[src/rtl/code_ser_pkg.sv]
// Shared types and constants for the serial code link.
//   state_t : receiver FSM states
//   CODE_W  : default code width, shared with the code transmitter
package code_ser_pkg;

    localparam int CODE_W = 4;

    typedef enum logic [1:0] {
        IDLE,
        RECV,
        HOLD
    } state_t;

endpackage

[src/rtl/shift_in_reg.sv]
// Right-shifting serial-in register; new bits enter at the MSB so the first
// bit received ends up in bit 0 after WIDTH shifts.
// Ports:
//   half_clk : clock, rising edge
//   rst      : synchronous active-low reset
//   clr      : synchronous clear (wins over en)
//   en       : shift din in this cycle
//   din      : serial input bit
//   q        : current register contents
//   q_next   : value the register takes on this edge, ignoring clr
module shift_in_reg
    import code_ser_pkg::*;
#(
    parameter int WIDTH = CODE_W
) (
    input  logic             half_clk,
    input  logic             rst,
    input  logic             clr,
    input  logic             en,
    input  logic             din,
    output logic [WIDTH-1:0] q,
    output logic [WIDTH-1:0] q_next
);

    // Exposing the shifted value lets the parent capture a completed frame on
    // the same edge that samples its last bit.
    assign q_next = en ? {din, q[WIDTH-1:1]} : q;

    always_ff @(posedge half_clk) begin
        // NOTE: the data register is reset too, so a frame never starts
        // from stale contents after reset.
        if (!rst) begin
            q <= '0;
        end else if (clr) begin
            q <= '0;
        end else begin
            q <= q_next;
        end
    end

endmodule

[src/rtl/code_deserializer.sv]
// Serial-to-parallel receiver for the LSB-first code stream, with a
// valid/ack handshake and a sticky overrun flag for dropped frame starts.
// Ports:
//   half_clk  : clock, rising edge
//   rst       : synchronous active-low reset
//   start_i   : frame start, clears any partial frame
//   shift_i   : data_i is valid this cycle
//   data_i    : serial bit, LSB first
//   ack_i     : consumer accepts code_out
//   code_out  : last completed code
//   valid_o   : code_out holds an unacknowledged code
//   busy_o    : frame reception in progress
//   overrun_o : sticky, a frame start arrived while a code was unacknowledged
//   bit_cnt_o : bits received in the current frame
module code_deserializer
    import code_ser_pkg::*;
#(
    parameter int WIDTH = CODE_W
) (
    input  logic                         half_clk,
    input  logic                         rst,
    input  logic                         start_i,
    input  logic                         shift_i,
    input  logic                         data_i,
    input  logic                         ack_i,
    output logic [WIDTH-1:0]             code_out,
    output logic                         valid_o,
    output logic                         busy_o,
    output logic                         overrun_o,
    output logic [$clog2(WIDTH+1)-1:0]   bit_cnt_o
);

    localparam int CNT_W = $clog2(WIDTH + 1);

    state_t           state_q, state_d;
    logic [CNT_W-1:0] cnt_q, cnt_d;
    logic [WIDTH-1:0] sreg, sreg_next;
    logic             sreg_clr, sreg_en, load_code, set_ovr;
    logic             last_bit;

    shift_in_reg #(.WIDTH(WIDTH)) u_sreg (
        .half_clk (half_clk),
        .rst      (rst),
        .clr      (sreg_clr),
        .en       (sreg_en),
        .din      (data_i),
        .q        (sreg),
        .q_next   (sreg_next)
    );

    assign last_bit = (cnt_q == CNT_W'(WIDTH - 1));

    always_comb begin
        // NOTE: every output of this block gets a default first, so no path
        // through the case leaves one unassigned and no latch is inferred.
        state_d   = state_q;
        cnt_d     = cnt_q;
        sreg_clr  = 1'b0;
        sreg_en   = 1'b0;
        load_code = 1'b0;
        set_ovr   = 1'b0;
        case (state_q)
            IDLE: begin
                if (start_i) begin
                    state_d  = RECV;
                    cnt_d    = '0;
                    sreg_clr = 1'b1;
                end
            end
            RECV: begin
                // A new start restarts the frame and its data is not sampled.
                if (start_i) begin
                    cnt_d    = '0;
                    sreg_clr = 1'b1;
                end else if (shift_i) begin
                    sreg_en = 1'b1;
                    cnt_d   = cnt_q + 1'b1;
                    if (last_bit) begin
                        load_code = 1'b1;
                        state_d   = HOLD;
                    end
                end
            end
            HOLD: begin
                if (ack_i) begin
                    cnt_d = '0;
                    if (start_i) begin
                        state_d  = RECV;
                        sreg_clr = 1'b1;
                    end else begin
                        state_d = IDLE;
                    end
                end else if (start_i) begin
                    set_ovr = 1'b1;
                end
            end
            default: begin
                state_d = IDLE;
                cnt_d   = '0;
            end
        endcase
    end

    always_ff @(posedge half_clk) begin
        // NOTE: sequential state uses non-blocking assignments so every
        // register samples pre-edge values regardless of statement order.
        if (!rst) begin
            state_q   <= IDLE;
            cnt_q     <= '0;
            code_out  <= '0;
            overrun_o <= 1'b0;
        end else begin
            state_q <= state_d;
            cnt_q   <= cnt_d;
            if (load_code) begin
                code_out <= sreg_next;
            end
            if (set_ovr) begin
                overrun_o <= 1'b1;
            end
        end
    end

    // Pure decodes of registered state: no input reaches an output
    // combinationally.
    assign valid_o   = (state_q == HOLD);
    assign busy_o    = (state_q == RECV);
    assign bit_cnt_o = cnt_q;

endmodule

[config.mk]
export PLATFORM = sky130hd
export DESIGN_NAME = code_deserializer
export DESIGN_NICKNAME = d
export VERILOG_FILES = /design/src/rtl/code_ser_pkg.sv /design/src/rtl/shift_in_reg.sv /design/src/rtl/code_deserializer.sv
export SDC_FILE = /design/constraint.sdc
export NUM_CORES = 1
export LEC_CHECK = 0
export CAP_MARGIN = 10
export CORE_ASPECT_RATIO = 1.5
export CORE_UTILIZATION = 25
export CTS_CLUSTER_SIZE = 10
export DETAILED_ROUTE_END_ITERATION = 12
export GPL_ROUTABILITY_DRIVEN = 0
export PLACE_DENSITY = 0.52
export SKIP_CTS_REPAIR_TIMING = 1
export SYNTH_ARGS = -nofsm -noshare
export SYNTH_HDL_FRONTEND = slang
export SYNTH_SLANG_ARGS = --single-unit
[constraint.sdc]
create_clock -name half_clk -period 3.3 [get_ports half_clk]
set_input_delay 0.495 -clock half_clk [delete_from_list [all_inputs] [get_ports half_clk]]
set_output_delay 0.495 -clock half_clk [all_outputs]
set_load 0.02 [all_outputs]
==> metrics, run 1 <==
CP Capture Type primary output; share of layout cells above drive strength 1 7.41%; CTS Sinks 13; first-pass GRT wire length 1930 um; RSZ-0062 raised after global routing false; Tot GR Track Use between 10% and 20%; Hold Slack 0.467 ns; Total Power Consumption 0.291 mW; Synth Area in Compound Gates 8.54%; sw power 0.0698 mW; vias per std cell 4.72; Die X approximately 42 um; crit path max-delay cell type clkdlybuf4s50_1; fmax ~500 MHz; detailed-route via count 491; Cell Rows 21; initial antenna violation count 0; pin count of the biggest net entering global routing 16; register area share after synthesis between 40 and 50%; Fin. Hold Viols 0; Clk pin slew, worst setup/hold paths 0.09 ns; Post-Syn Area 601 um2; # IOs 16; Worst path max stage delay around 0.6 ns; Seq cells post-synth 13; outcome finished, final reports clean; nets@finish 90; Gate power share 10.3%; net count after synthesis between 70 and 80; simple-gate share of the synthesized area 24.6%; post-synthesis xor/xnor area fraction 0%; Post-Syn Area per Cell 9.38 um2; worst path cell trace nor2b_1, clkdlybuf4s50_1; final setup violation count 0; setup TNS 0 ns; Max Cap Violations 0; Clock Power Share around a third; DR iter-0 viols 5; Max H-tree Level 1; final wirelength 1190 um; Slew Limit Fails 0; Syn. warnings 0; max_slew headroom 42.1%; Clock Latency Late Sink 0.28 ns; DP HPWL a little under 900 um; Avg WL per Cell around 11 um; arrival time at the worst endpoint 1.49 ns; DIE AREA 0.00261 mm2; hold crit path type reg -> reg; maximum vdd drop around 0.00016 V; post-synthesis cell count 64; CP Class reg -> out; TritonCTS clock tree built; IO Port Bufs 15; GRT Residual Overflow 0; mux share of post-synthesis cell area 15.0%; Tmin final 1.98 ns; Num CTS Buffers 3; Post-Route Skew 0.00834 ns; First-pass DRT Iterations 4; most frequent cells in the layout clkdlybuf4s50_1 (15), dfxtp_1 (13), nand2_1 (12); Critical Path Source Type register; leading cell type in the layout, fill and taps excluded clkdlybuf4s50_1; largest family of logic cells by synthesized area simple AND/OR/NAND/NOR gates; CP Data Required Time 2.80 ns; Root Buffer Master clkbuf_4; maximum fanout along the worst path 8; number of global-route vias before repair about 440; Post-Synth Adder-Cell Area 4.17%; core box area ~0.0023 mm2; Pint between 0.2 and 0.25 mW; ANT cells 0; Sw Ratio 24.0%; Synth cell types 22; Reg power frac 55.4%; Period Utilization, post-route 60.0%; CTS Buffer Depth 2; # DRC 0; PwrDens around 370 mW/mm2; starting density of the core a little over a quarter; Routed Antenna Nets 0; LEAKAGE around 0.28 nW; area grow syn2layout 32.3%; Die H 62.0 um; Slew @ Worst Pin 0.856 ns
## critical path, delay by kind of cell (launching register included)
kind | cells | cell delay [ns]
DFF | 1 | 0.45
and+or+nand+nor | 1 | 0.16
buffers and inverters | 1 | 0.60
## logic make-up (layout without fill, tap and decap cells)
group / Yosys count / after routing
AOI/OAI and AO/OA: 8 / 8
and+or+nand+nor: 27 / 27
adders and majority gates: 2 / 2
muxes: 9 / 9
buffers and inverters: 5 / 22
DFF: 13 / 13
## synthesized netlist by cell type
cell       n  area (um2)
nand3_1    1        5.00
ha_1       2        25.0
a21boi_1   1        7.51
dfxtp_1   13         260
inv_1      2        7.51
a211oi_1   1        7.51
nor3b_2    2        25.0
nor2b_1    2        12.5
nor3_1     3        15.0
nor4bb_1   1        10.0
clkbuf_1   1        3.75
buf_4      2        15.0
nand2_1   12        45.0
a21oi_1    3        15.0
o32ai_1    1        8.76
and2b_1    1        7.51
mux2i_1    9        90.1
o21ai_0    1        5.00
o21a_1     1        7.51
nor2_1     2        7.51
nand2b_1   2        12.5
nand3b_1   1        7.51
## power groups by stage
stage / logic, mW / clock network [mW] / registers [mW]
floorplan: 0.0158 / 0 / 0.165
global placement: 0.0305 / 0 / 0.165
detailed placement: 0.0303 / 0 / 0.165
CTS: 0.0304 / 0.103 / 0.161
global route: 0.0329 / 0.110 / 0.162
finish: 0.0300 / 0.0997 / 0.161
## metal layers
metal | up-vias | track usage (%) | share of wire [%]
met3 | 4 | 2.60 | 3.5
met1 | 219 | 11.4 | 47
li1 | 256 | - | -
met5 | - | 0 | 0
met4 | 0 | 5.36 | 3.0
met2 | 12 | 17.6 | 47
## flip-flops by register name, indices dropped and copies added (netlist names)
register and flops:
bit_cnt_o 3, u_sreg.q 3, state_q 2, code_out 4, overrun_o 1
## path summary, 6_finish.rpt
check,startpoint,end,slack (ns),cells after the start
min reg2reg,code_out[1]$_SDFFE_PN0P_,code_out[1]$_SDFFE_PN0P_,0.47,2
max,state_q[0]$_SDFFE_PN0P_,busy_o,1.32,2
min,code_out[1]$_SDFFE_PN0P_,code_out[1]$_SDFFE_PN0P_,0.47,2
max reg2reg,state_q[0]$_SDFFE_PN0P_,u_sreg.q[1]$_SDFF_PP0_,1.69,3
## cell type report
cell class                 count  area [um2]
clock buffer                   4        26.3
timing repair buffer          16         158
sequential                    13         260
inverter                       2        7.51
multi-input combinational     46         314
tap                           23        28.8
fill                         239        1470
## metrics by stage
| step | std cells | instance area [um2] | worst slack (ns) | util [%] |
|---|---|---|---|---|
| final | 104 | 795 | 1.32 | 35.2 |
| after global routing | 104 | 795 | 1.18 | 35.2 |
| after detailed placement | 100 | 768 | 1.02 | 34.0 |
| after global placement | 100 | 768 | 1.09 | 34.0 |
| after CTS | 104 | 795 | 1.31 | 35.2 |
| after floorplan | 64 | 601 | 2.00 | - |
Note: power is estimated with default switching activity, not from simulation.
==> run 2: changes to the inputs <==
--- a/config.mk
+++ b/config.mk
@@ -11,7 +11,7 @@
 export CTS_CLUSTER_SIZE = 10
 export DETAILED_ROUTE_END_ITERATION = 12
 export GPL_ROUTABILITY_DRIVEN = 0
-export PLACE_DENSITY = 0.52
+export PLACE_DENSITY = 0.53
 export SKIP_CTS_REPAIR_TIMING = 1
 export SYNTH_ARGS = -nofsm -noshare
 export SYNTH_HDL_FRONTEND = slang
==> constraint.sdc (replaced) <==
create_clock -name half_clk -period 1.7 [get_ports half_clk]
set_input_delay 0.255 -clock half_clk [delete_from_list [all_inputs] [get_ports half_clk]]
set_output_delay 0.255 -clock half_clk [all_outputs]
set_load 0.02 [all_outputs]
==> run 2 against run 1 <==
Effect of this change: register-to-register slack worse by 1.3 ns; sequential share of layout area down 0.89 points; flip-flop and latch count unchanged; highest routed layer unchanged; power rose by 95%; die area did not move; clock-buffer cell count unchanged; critical path depth down 1; first-iteration DRC count is 40% lower.
==> metrics, run 2 (synthesis gave the netlist of run 1 again) <==
outcome finished, final reports clean; leading cell type in the layout, fill and taps excluded clkdlybuf4s50_1; most frequent cells in the layout clkdlybuf4s50_1 (13), nand2_1 (12), dfxtp_1 (11); Fin. Hold Viols 0 (unchanged); share of layout cells above drive strength 1 13.1% (+5.7 points); LEAKAGE 0.325 nW (+17%); ANT cells 0 (unchanged); GRT Residual Overflow 0 (unchanged); area grow syn2layout 37.3%; CP Data Required Time 1.44 ns (-1.36 ns); final wirelength 1240 um (+4.6%); Tot GR Track Use 10.4% (+0.38 points); nets@finish 93 (+3.3%); CTS Sinks 13 (unchanged); DP HPWL 957 um (+8.3%); Top delay family on crit path buffers and inverters; Max Cap Violations 0 (unchanged); worst path cell trace clkdlybuf4s50_1; maximum fanout along the worst path 4 (-4); number of global-route vias before repair 468 (+7.3%); Worst path max stage delay 0.62 ns (+0.02 ns); pin count of the biggest net entering global routing 11 (-5); arrival time at the worst endpoint 1.27 ns (-0.22 ns); CTS Buffer Depth 2 (unchanged); initial antenna violation count 0 (unchanged); Cell Rows 21 (unchanged); Num CTS Buffers 3 (unchanged); Avg WL per Cell 11.6 um (+1.7%); PwrDens 687 mW/mm2 (+88%); Die H 62.0 um (unchanged); RSZ-0062 raised after global routing false; Slew @ Worst Pin 0.287 ns (-0.570 ns); area occupied by multi-input gates 314 um2 (unchanged); Fillers 246 (+2.9%); First-pass DRT Iterations 3 (-1); # DRC 0 (unchanged); fmax 657 MHz; Tmin final 1.52 ns; final instance area 825 um2 (+3.8%); Slew Limit Fails 0 (unchanged); TritonCTS clock tree built; # IOs 16 (unchanged); worst path buffer plus inverter count 1 (unchanged); core box area 0.00226 mm2 (unchanged); vias per std cell 4.62 (-2.2%); DR iter-0 viols 3 (-2); maximum vdd drop 0.000271 V (+71%); hold crit path type reg -> reg; DIE AREA 0.00261 mm2 (unchanged); Post-Route Skew 0.00220 ns (-0.00614 ns); Total Power Consumption 0.566 mW (+95%); final setup violation count 0 (unchanged); CP Class reg -> out; Clk pin slew, worst setup/hold paths 0.08 ns (about the same); max_slew headroom 80.8% (+39 points); detailed-route via count 494 (+0.61%); Clock Latency Late Sink 0.27 ns (about the same); number of flip-flops in the largest register 4 (unchanged); Period Utilization, post-route 89.6%; Seq. cell area 263 um2 (+0.96%); Reg with most FFs code_out; Routed Antenna Nets 0 (unchanged); Max H-tree Level 1 (unchanged); CP Capture Type primary output; starting density of the core 26.6% (unchanged); IO Port Bufs 15 (unchanged); dpl cell area 791 um2 (+2.9%); Die X 42.0 um (unchanged); crit path max-delay cell type clkdlybuf4s50_1; Critical Path Source Type register; Root Buffer Master clkbuf_4; first-pass GRT wire length 2020 um (+5.0%)
==> run 2: stage by stage <==
step / setup slack (ns) / util (%) / setup TNS [ns] / hold WS (ns) / cells
floorplan: 0.403 / - / 0 / 0.396 / 64
global placement: 0.109 / 35.0 / 0 / 0.451 / 103
detailed placement: 0.0917 / 35.0 / 0 / 0.457 / 103
CTS: -0.0713 / 36.2 / -0.113 / 0.469 / 107
global route: 0.114 / 36.5 / 0 / 0.494 / 107
finish: 0.177 / 36.5 / 0 / 0.465 / 107
==> run 2: per-layer routing <==
| layer | routed length (um) | up-vias | track usage [%] |
|---|---|---|---|
| met3 | 42 | 2 | 2.31 |
| met2 | 603 | 10 | 17.2 |
| met1 | 567 | 223 | 11.4 |
| li1 | - | 259 | - |
| met4 | 27 | 0 | 9.38 |
| met5 | 0 | - | 0 |
==> run 2: layout make-up <==
cell class,instances,area share [%]
clock buffers,4,3.19
inverters,2,0.910
flip-flops and latches,13,31.9
repair buffers,19,22.5
well taps,23,3.49
multi-input cells,46,38.1
==> run 2: final timing paths <==
check / startpoint / endpoint / slack [ns] / cells past startpoint
max: bit_cnt_o[0]$_SDFFE_PN0P_ / bit_cnt_o[0] / 0.18 / 1
min: code_out[2]$_SDFFE_PN0P_ / code_out[2]$_SDFFE_PN0P_ / 0.47 / 2
max reg2reg: bit_cnt_o[0]$_SDFFE_PN0P_ / state_q[1]$_SDFFE_PN0P_ / 0.39 / 6
min reg2reg: code_out[2]$_SDFFE_PN0P_ / code_out[2]$_SDFFE_PN0P_ / 0.47 / 2
==> run 2: report_power, final <==
part | switching (mW) | internal [mW]
Combinational | 0.0284 | 0.0330
Sequential | 0.00505 | 0.308
Clock | 0.101 | 0.0909
Total | 0.134 | 0.432
